[config.mk]
export PLATFORM = sky130hd
export DESIGN_NAME = sram_access_ctrl_flat
export DESIGN_NICKNAME = d
export VERILOG_FILES = /design/src/rtl/sram_access_ctrl_if.sv /design/src/rtl/sram_access_ctrl.sv /design/src/flat_wrapper.sv
export SDC_FILE = /design/constraint.sdc
export NUM_CORES = 1
export LEC_CHECK = 0
export BUFFER_PORTS_ARGS = -buffer_cell sky130_fd_sc_hd__buf_2
export CORE_AREA = 2 2 97 99
export CTS_BUF_LIST = sky130_fd_sc_hd__clkbuf_4
export DETAILED_ROUTE_END_ITERATION = 12
export DIE_AREA = 0 0 99 101
export PLACE_DENSITY = 0.8
export SETUP_SLACK_MARGIN = 0.05
export SLEW_MARGIN = 25
export SYNTH_ARGS = -nofsm -noshare
export SYNTH_HDL_FRONTEND = slang
export SYNTH_SLANG_ARGS = --single-unit
[constraint.sdc]
create_clock -name clk -period 6.75 [get_ports clk]
set_input_delay 1.35 -clock clk [delete_from_list [all_inputs] [get_ports clk]]
set_output_delay 1.35 -clock clk [all_outputs]
set_load 0.005 [all_outputs]
[src/rtl/sram_access_ctrl_if.sv]
// rtl/sram_access_ctrl_if.sv - fetch and data requester bundle for sram_access_ctrl
interface sram_access_ctrl_if;
  logic        i_valid;
  logic        i_ready;
  logic [11:0] i_addr;
  logic        i_rvalid;
  logic [31:0] i_rdata;

  logic        d_valid;
  logic        d_ready;
  logic        d_we;
  logic [11:0] d_addr;
  logic [31:0] d_wdata;
  logic [3:0]  d_be;
  logic        d_rvalid;
  logic [31:0] d_rdata;

  modport master (
    output i_valid, i_addr, d_valid, d_we, d_addr, d_wdata, d_be,
    input  i_ready, i_rvalid, i_rdata, d_ready, d_rvalid, d_rdata
  );

  modport slave (
    input  i_valid, i_addr, d_valid, d_we, d_addr, d_wdata, d_be,
    output i_ready, i_rvalid, i_rdata, d_ready, d_rvalid, d_rdata
  );
endinterface

[src/rtl/sram_access_ctrl.sv]
// rtl/sram_access_ctrl.sv - 4096x32 SRAM arbiter with read return pipeline and power sequencing
// Optional idle-sleep support enabled by defining SRAM_ACCESS_CTRL_AUTOSLEEP_EN.
module sram_access_ctrl #(
  parameter int IDLE_CYCLES = 16,
  parameter int WAKE_CYCLES = 2
) (
  input  logic                clk,
  input  logic                rstb,
  sram_access_ctrl_if.slave   req,
  input  logic                sd_req,
  output logic                sram_ceb,
  output logic                sram_web,
  output logic [11:0]         sram_a,
  output logic [31:0]         sram_d,
  output logic [31:0]         sram_bweb,
  input  logic [31:0]         sram_q,
  output logic                sram_slp,
  output logic                sram_sd,
  output logic [1:0]          pwr_state
);

  typedef enum logic [1:0] {
    ST_RUN      = 2'd0,
    ST_SLEEP    = 2'd1,
    ST_WAKE     = 2'd2,
    ST_SHUTDOWN = 2'd3
  } pwr_state_e;

  localparam logic [3:0] WAKE_LAST = 4'(WAKE_CYCLES - 1);

  pwr_state_e  state;
  pwr_state_e  state_nxt;

  logic        run_ok;
  logic        grant_i;
  logic        grant_d;
  logic        prio_d;

  logic        rd_pend;
  logic        rd_tag_d;
  logic        i_rvalid_q;
  logic        d_rvalid_q;
  logic [31:0] i_rdata_q;
  logic [31:0] d_rdata_q;

  logic [3:0]  wake_cnt;
  logic        wake_done;
  logic        idle_hit;
  logic        sd_nxt;
  logic        sd_q;

  // Gating with rstb keeps READY low while reset is held, even if a requester is already valid.
  assign run_ok = rstb && (state == ST_RUN) && !sd_req;

  always_comb begin
    grant_d = 1'b0;
    grant_i = 1'b0;
    if (run_ok) begin
      if (req.d_valid && (!req.i_valid || prio_d)) begin
        grant_d = 1'b1;
      end else if (req.i_valid) begin
        grant_i = 1'b1;
      end
    end
  end

  assign req.d_ready = grant_d;
  assign req.i_ready = grant_i;

  always_ff @(posedge clk or negedge rstb) begin
    if (!rstb) begin
      prio_d <= 1'b1;
    end else if (grant_d) begin
      prio_d <= 1'b0;
    end else if (grant_i) begin
      prio_d <= 1'b1;
    end
  end

  always_comb begin
    sram_ceb  = 1'b1;
    sram_web  = 1'b1;
    sram_a    = '0;
    sram_d    = '0;
    sram_bweb = '1;
    if (grant_d) begin
      sram_ceb = 1'b0;
      sram_web = ~req.d_we;
      sram_a   = req.d_addr;
      sram_d   = req.d_wdata;
      for (int n = 0; n < 4; n++) begin
        sram_bweb[8*n +: 8] = {8{~req.d_be[n]}};
      end
    end else if (grant_i) begin
      sram_ceb = 1'b0;
      sram_a   = req.i_addr;
    end
  end

  // The macro presents Q one edge after sampling; it is captured into the tagged port on the next edge.
  always_ff @(posedge clk or negedge rstb) begin
    if (!rstb) begin
      rd_pend    <= 1'b0;
      rd_tag_d   <= 1'b0;
      i_rvalid_q <= 1'b0;
      d_rvalid_q <= 1'b0;
      i_rdata_q  <= '0;
      d_rdata_q  <= '0;
    end else begin
      rd_pend    <= grant_i | (grant_d & ~req.d_we);
      rd_tag_d   <= grant_d;
      i_rvalid_q <= rd_pend & ~rd_tag_d;
      d_rvalid_q <= rd_pend & rd_tag_d;
      if (rd_pend && !rd_tag_d) begin
        i_rdata_q <= sram_q;
      end
      if (rd_pend && rd_tag_d) begin
        d_rdata_q <= sram_q;
      end
    end
  end

  assign req.i_rvalid = i_rvalid_q;
  assign req.d_rvalid = d_rvalid_q;
  assign req.i_rdata  = i_rdata_q;
  assign req.d_rdata  = d_rdata_q;

`ifdef SRAM_ACCESS_CTRL_AUTOSLEEP_EN
  localparam logic [7:0] IDLE_LAST = 8'(IDLE_CYCLES - 1);

  logic [7:0] idle_cnt;
  logic       idle_now;

  assign idle_now = !(req.i_valid || req.d_valid || sd_req || rd_pend);
  assign idle_hit = (state == ST_RUN) && idle_now && (idle_cnt >= IDLE_LAST);

  always_ff @(posedge clk or negedge rstb) begin
    if (!rstb) begin
      idle_cnt <= '0;
    end else if ((state != ST_RUN) || !idle_now) begin
      idle_cnt <= '0;
    end else if (idle_cnt != 8'hFF) begin
      idle_cnt <= idle_cnt + 8'd1;
    end
  end
`else
  assign idle_hit = 1'b0;
`endif

  assign wake_done = (wake_cnt == WAKE_LAST);

  always_ff @(posedge clk or negedge rstb) begin
    if (!rstb) begin
      wake_cnt <= '0;
    end else if ((state == ST_WAKE) && (state_nxt == ST_WAKE)) begin
      wake_cnt <= wake_cnt + 4'd1;
    end else begin
      wake_cnt <= '0;
    end
  end

  always_ff @(posedge clk or negedge rstb) begin
    if (!rstb) begin
      state <= ST_RUN;
    end else begin
      state <= state_nxt;
    end
  end

  // Shutdown waits for any outstanding read so its data is captured before the macro powers down.
  always_comb begin
    state_nxt = state;
    case (state)
      ST_RUN: begin
        if (sd_req && !rd_pend) begin
          state_nxt = ST_SHUTDOWN;
        end else if (idle_hit) begin
          state_nxt = ST_SLEEP;
        end
      end
      ST_SLEEP: begin
        if (sd_req) begin
          state_nxt = ST_SHUTDOWN;
        end else if (req.i_valid || req.d_valid) begin
          state_nxt = ST_WAKE;
        end
      end
      ST_WAKE: begin
        if (sd_req) begin
          state_nxt = ST_SHUTDOWN;
        end else if (wake_done) begin
          state_nxt = ST_RUN;
        end
      end
      ST_SHUTDOWN: begin
        if (!sd_req) begin
          state_nxt = ST_WAKE;
        end
      end
      default: state_nxt = ST_RUN;
    endcase
  end

  always_comb begin
    sd_nxt = (state_nxt == ST_SHUTDOWN);
  end

  always_ff @(posedge clk or negedge rstb) begin
    if (!rstb) begin
      sd_q <= 1'b0;
    end else begin
      sd_q <= sd_nxt;
    end
  end

`ifdef SRAM_ACCESS_CTRL_AUTOSLEEP_EN
  logic slp_nxt;
  logic slp_q;

  always_comb begin
    slp_nxt = (state_nxt == ST_SLEEP);
  end

  always_ff @(posedge clk or negedge rstb) begin
    if (!rstb) begin
      slp_q <= 1'b0;
    end else begin
      slp_q <= slp_nxt;
    end
  end

  assign sram_slp = slp_q;
`else
  assign sram_slp = 1'b0;
`endif

  assign sram_sd   = sd_q;
  assign pwr_state = state;

endmodule

[src/flat_wrapper.sv]
// flat-port wrapper written by rule: the top's interface ports become plain ports
module sram_access_ctrl_flat 
#(
  parameter int IDLE_CYCLES = 16,
  parameter int WAKE_CYCLES = 2
)
  (clk, rstb, sd_req, sram_ceb, sram_web, sram_a, sram_d, sram_bweb, sram_q, sram_slp, sram_sd, pwr_state, req_i_valid, req_i_addr, req_d_valid, req_d_we, req_d_addr, req_d_wdata, req_d_be, req_i_ready, req_i_rvalid, req_i_rdata, req_d_ready, req_d_rvalid, req_d_rdata);
  sram_access_ctrl_if req_i ();
  input  logic clk;
  input  logic rstb;
  input  logic sd_req;
  output logic sram_ceb;
  output logic sram_web;
  output logic [11:0] sram_a;
  output logic [31:0] sram_d;
  output logic [31:0] sram_bweb;
  input  logic [31:0] sram_q;
  output logic sram_slp;
  output logic sram_sd;
  output logic [1:0] pwr_state;
  input wire logic [$bits(req_i.i_valid)-1:0] req_i_valid;
  input wire logic [$bits(req_i.i_addr)-1:0] req_i_addr;
  input wire logic [$bits(req_i.d_valid)-1:0] req_d_valid;
  input wire logic [$bits(req_i.d_we)-1:0] req_d_we;
  input wire logic [$bits(req_i.d_addr)-1:0] req_d_addr;
  input wire logic [$bits(req_i.d_wdata)-1:0] req_d_wdata;
  input wire logic [$bits(req_i.d_be)-1:0] req_d_be;
  output wire logic [$bits(req_i.i_ready)-1:0] req_i_ready;
  output wire logic [$bits(req_i.i_rvalid)-1:0] req_i_rvalid;
  output wire logic [$bits(req_i.i_rdata)-1:0] req_i_rdata;
  output wire logic [$bits(req_i.d_ready)-1:0] req_d_ready;
  output wire logic [$bits(req_i.d_rvalid)-1:0] req_d_rvalid;
  output wire logic [$bits(req_i.d_rdata)-1:0] req_d_rdata;
  assign req_i.i_valid = req_i_valid;
  assign req_i.i_addr = req_i_addr;
  assign req_i.d_valid = req_d_valid;
  assign req_i.d_we = req_d_we;
  assign req_i.d_addr = req_d_addr;
  assign req_i.d_wdata = req_d_wdata;
  assign req_i.d_be = req_d_be;
  assign req_i_ready = req_i.i_ready;
  assign req_i_rvalid = req_i.i_rvalid;
  assign req_i_rdata = req_i.i_rdata;
  assign req_d_ready = req_i.d_ready;
  assign req_d_rvalid = req_i.d_rvalid;
  assign req_d_rdata = req_i.d_rdata;
  sram_access_ctrl #(.IDLE_CYCLES(IDLE_CYCLES), .WAKE_CYCLES(WAKE_CYCLES)) u_core (.clk(clk), .rstb(rstb), .req(req_i), .sd_req(sd_req), .sram_ceb(sram_ceb), .sram_web(sram_web), .sram_a(sram_a), .sram_d(sram_d), .sram_bweb(sram_bweb), .sram_q(sram_q), .sram_slp(sram_slp), .sram_sd(sram_sd), .pwr_state(pwr_state));
endmodule
==> After elaboration in Yosys (flattened, before gate mapping) <==
Cells that the tools add are included.
{ "op_classes": {"bitwise_logic": 10, "reduce_logical": 15, "muxes": 22, "add_sub_neg": 1, "n_eq_ne": 6} }
{ "ops": {"columns": ["operator", "count"], "rows": [
  ["$mux 32", 2],
  ["$mux 12", 2],
  ["$mux 2", 6],
  ["$mux 1", 10],
  ["$eq 2x2->1 const B", 4],
  ["$pmux 2 s4", 1],
  ["$logic_and 1x1->1", 7],
  ["$not 1->1", 6],
  ["$add 4x1->4 const B", 1],
  ["$eq 4x1->1 const B", 1],
  ["$logic_not 1->1", 4],
  ["$mux 4", 1],
  ["$and 1x1->1", 3],
  ["$eq 2x1->1 const B", 1],
  ["$logic_not 2->1", 1],
  ["$logic_or 1x1->1", 2],
  ["$reduce_bool 2->1", 1],
  ["$or 1x1->1", 1]
]} }
{ "totals": {"register_bits": 76, "output_inout_bits": 150, "in_bits": 98, "wordCells": 64} }

==> Longest topological paths before layout <==
{ "logic_depth": {"depth_word": 7, "mapped_depth": 7} }

==> Least setup slack after synthesis <==
No wires, ideal clock.
{ "synth_timing": {"kind": "in2out", "start": "in sd_req", "end": "out sram_bweb[10]", "cell_stages": 7, "arrival_ns": 2.773, "path_buffers": 4, "required_time_ns": 5.400, "slack_ns": 2.627, "cell_sequence": "or4b_4 buf_6 nor3b_4 buf_6 buf_6 nand2_1 buf_4"} }
{ "synth_via": {"elab_chain_len": 4} }
{ "synth_lines": {"columns": ["item", "line_no", "source"], "rows": [
  ["start, declared", "flat_wrapper.sv:11", "input logic sd_req;"],
  ["$logic_not 1->1", "sram_access_ctrl.sv:53", "assign run_ok = rstb && (state == ST_RUN) && !sd_req;"],
  ["$logic_and 1x1->1", "sram_access_ctrl.sv:53", null],
  ["$mux 1", "sram_access_ctrl.sv:58", "if (run_ok) begin"],
  ["named net req_d_ready", "flat_wrapper.sv:31", "output wire logic [$bits(req_i.d_ready)-1:0] req_d_ready;"],
  ["$mux 32", "sram_access_ctrl.sv:86", "if (grant_d) begin"],
  ["end, declared", "flat_wrapper.sv:16", "output logic [31:0] sram_bweb;"]
]} }
The timed path passes the listed nets, and every way through them passes these cells.

==> Final worst setup path <==
{ "layout_timing": {"start": "in sd_req", "end": "out sram_bweb[0]"} }
{ "layout_via": {"elab_chain_len": 4} }
{ "layout_lines": {"columns": ["item", "line_no"], "rows": [
  ["$logic_not 1->1", "sram_access_ctrl.sv:53"],
  ["$logic_and 1x1->1", "sram_access_ctrl.sv:53"],
  ["$mux 1", "sram_access_ctrl.sv:58"],
  ["$mux 32", "sram_access_ctrl.sv:86"]
]} }
Every way passes these cells.

==> PnR_summary.wiki <==
{| class="wikitable"
! Metric !! Value
|-
| Status || completed
|-
| Clock transition at path regs || ~0.13 ns
|-
| Number of port buffers || approximately 250
|-
| Number of enable-type register cells in the synthesized netlist || 0
|-
| Timing-limited maximum frequency || 222 MHz
|-
| Number of placed cells counting well taps || 597
|-
| Fraction of final layout cells sized beyond drive strength 1 || 0.666
|-
| Final cell count without fillers || 614
|-
| Cell count after synthesis || 283
|-
| Most common cell in the synthesized netlist || dfrtp_1
|-
| Share of the yosys chip area belonging to registers || 0.539
|-
| Final period demand of the worst path || 4.51 ns
|-
| Initial antenna violation count || 0
|-
| Mean instance size in the synthesized netlist || 12.5 sq um
|-
| Synthesized-area fraction occupied by ao, oa, aoi and oai cells || 0.0461
|-
| Pin count of the biggest net entering global routing || 77
|-
| Critical path start-end classification || input pin to output pin
|-
| Sort of element at the end of the critical path || output pin
|-
| Instance count along the most critical hold path || 1
|-
| Weighted congestion reported at the end of routability-driven placement || 0.805
|-
| #FFs+latches synth || 76
|-
| Final core utilization || 0.530
|-
| Floorplan row count || 35
|-
| Core Region || roughly 9000 sq um
|-
| Fraction of the mapped netlist area in adder cells || 0.00708
|-
| Largest vdd supply drop || 0.0000977 V
|-
| P_int || 0.675 mW
|-
| Tightest slew margin relative to the limit || 0.417
|-
| Overall power || 0.936 mW
|-
| Wire length after detailed routing || 8.96 mm
|-
| Fraction of the mapped netlist area in simple logic gates || 0.104
|-
| Clock network power share || 0.271
|-
| Number of nets produced by synthesis || 383
|-
| Area growth, synth to finish || 34.7%
|-
| Register-to-register setup slack || slightly above 5 ns
|-
| Main combinational cell family by area after synthesis || multiplexers
|-
| Ratio of final minimum period to clock period || 0.667
|-
| Post-CTS Hold Buffers || 0
|-
| Detail-routed net length per standard cell || 14.6 um
|-
| Leakage || ~2.5 nW
|-
| Required time at the worst-slack endpoint || 5.40 ns
|-
| Number of hold violations in the final report || 0
|-
| Cells taking the most area after synthesis || dfrtp_1, mux2_2, buf_4
|-
| Maximum fanout count along the critical path || 28
|-
| Fill cell total of the finished layout || 821
|-
| Number of sinks on the clock net || 76
|-
| Ranking of synthesized cells by instance count || dfrtp_1, mux2_2, and2_1
|-
| Min-delay worst type || register to register
|-
| Top-level I/O count || 248
|-
| End of the worst register-to-register path || u_core.rd_tag_d
|-
| Max Slew Vio Count || 0
|-
| Top_reg_cell synth || dfrtp_1
|-
| Number of violations reported at the end of detailed-routing iteration 0 || 83
|-
| Clock insertion delay at the later pin of the skew report || slightly above 0.4 ns
|-
| Clock skew || 0.0147 ns
|-
| Post-cts gate resize count || 0
|-
| Clk Tree Root Cell || clkbuf_4
|-
| Source of the worst hold timing path || u_core.wake_cnt[0]
|-
| Arr. time, crit path || 3.16 ns
|-
| Number of global-route vias before repair || 2,745
|-
| Mapped Area || 3530 sq um
|-
| Number of optimization iterations in the first detailed-route pass || 4
|-
| Switching power summed over all nets || 0.261 mW
|-
| Biggest area consumer among synthesized cells || dfrtp_1
|-
| Max-cap viol count || 0
|-
| Total Neg Setup Slack || 0 ns
|-
| Global-route wire length before repair || 13.4 mm
|-
| Via/cell ratio || 4.72
|-
| Setup repair bufs after CTS || 0
|-
| HPWL after DPL || 7.02 mm
|-
| Final setup vio count || 0
|-
| Startpoint of the worst-slack reg-to-reg timing path || u_core.pwr_state[0]
|-
| Area share of the largest cell type after synthesis || 0.531
|-
| Relative contribution of combinational cells to total power || 0.167
|-
| Remaining global-route overflow || 0
|-
| Global-route usage over all layers || 0.170
|-
| Final #Nets || 598
|-
| Crit path launch type || input pin
|-
| Initial cell density of the core || 0.393
|-
| Power density over the cells || 197 nW/um^2
|-
| Syn. warnings || 0
|-
| Hold path endpoint || u_core.wake_cnt[0]
|-
| TritonCTS clock tree || yes
|-
| Setup repair after global routing missed its margin || no
|-
| Full die area || 10000 sq um
|-
| Xor/xnor cell area share of the yosys netlist || 0.00496
|-
| Deepest clock path buffer count || 2
|-
| Remaining antenna violation count || 0
|-
| Floorplan die width || 99 um
|-
| H-tree lvl count || 3
|-
| Switching Share || 0.279
|-
| Depth of the worst register-to-register path || 2
|-
| Library cells used by synthesis || 28
|-
| Multiplexer share of the synthesized area || 0.204
|-
| Height of the die || between 100 and 150 um
|-
| Fraction of synthesis flops using an asynchronous set or reset pin || 1.00
|-
| Via count || between 2,000 and 3,000
|-
| Number of clock buffers inserted by TritonCTS || 9
|-
| Relative contribution of sequential cells to total power || 0.562
|-
| Final routed DRC violation total || 0
|-
| Actual transition at the worst max-transition pin || 0.874 ns
|-
| Total inserted antenna cells || 0
|}
==> per-layer routing <==
metal | wire length (um) | part of all wire | track usage
met1 | 3400 | 0.38 | 0.196
met3 | 603 | 0.067 | 0.0354
met4 | 145 | 0.016 | 0.0643
met5 | 0 | 0 | 0
met2 | 4810 | 0.54 | 0.308
==> state kept, by name (all words and copies together), names as in the netlist <==
register / flops
u_core.rd_tag_d: 1
u_core.rd_pend: 1
u_core.req.d_rdata: 32
u_core.wake_cnt: 4
u_core.prio_d: 1
u_core.req.i_rvalid: 1
u_core.req.d_rvalid: 1
u_core.req.i_rdata: 32
u_core.sram_sd: 1
u_core.pwr_state: 2
==> kinds of logic after synthesis <==
| family | Yosys count |
|---|---|
| AOI/OAI and AO/OA | 21 |
| xor gates and xnor gates | 2 |
| and+or+nand+nor | 66 |
| buffers and inverters | 51 |
| other | 1 |
| DFF | 76 |
| muxes | 64 |
| adders and majority gates | 2 |
==> critical path, cell delays in order <==
cell and delay (ns):
buf_2 0.11, or4b_4 0.66, nor3b_4 0.42, buf_6 0.25
nand2_1 0.18, buf_2 0.18
==> worst max path at each step <==
stage / startpoint / slack, ns / depth (start not counted) / to
final: sd_req / 2.24 / 6 / sram_bweb[0]
after global routing: sd_req / 2.10 / 6 / sram_bweb[7]
after CTS: sd_req / 1.80 / 5 / sram_bweb[0]
after detailed placement: sd_req / 1.81 / 5 / sram_bweb[6]
after global placement: sd_req / 1.93 / 5 / sram_bweb[5]
after floorplan: sd_req / 2.63 / 7 / sram_bweb[10]
==> stage by stage <==
step / worst slack [ns] / hold WS [ns] / cell area, sq um
3_5_place_dp: 1.81 / 0.487 / 4620
3_3_place_gp: 1.93 / 0.480 / 4620
2_1_floorplan: 2.63 / 0.460 / 3530
5_1_grt: 2.10 / 0.528 / 4760
6_report: 2.24 / 0.509 / 4760
4_1_cts: 1.80 / 0.510 / 4740
==> layout make-up <==
cell class	count	area, sq um	share of cell area
sequential	76	1900	0.400
clock inverter	7	57.6	0.0121
timing repair buffer	250	1270	0.267
clock buffer	9	67.6	0.0142
inverter	5	18.8	0.00394
tap	111	139	0.0292
multi-input combinational	156	1300	0.273
==> cells in the final DEF (no fill, tap or decap), types with 3 or more instances in the layout <==
cell type and n:
a32oi_1 12, and2_1 32, buf_2 245, buf_4 3
clkbuf_4 9, dfrtp_1 75, inv_1 5, inv_6 3
mux2_2 64, nand2_1 6, nor2_1 19
==> power groups by stage <==
stage	clock network, mW	logic, mW	registers (mW)
after floorplan	0	0.0575	0.539
after global placement	0	0.155	0.533
after detailed placement	0	0.159	0.536
after CTS	0.267	0.159	0.527
after global routing	0.283	0.174	0.533
final	0.254	0.157	0.526
No activity file was read; power rests on OpenSTA's default activity.
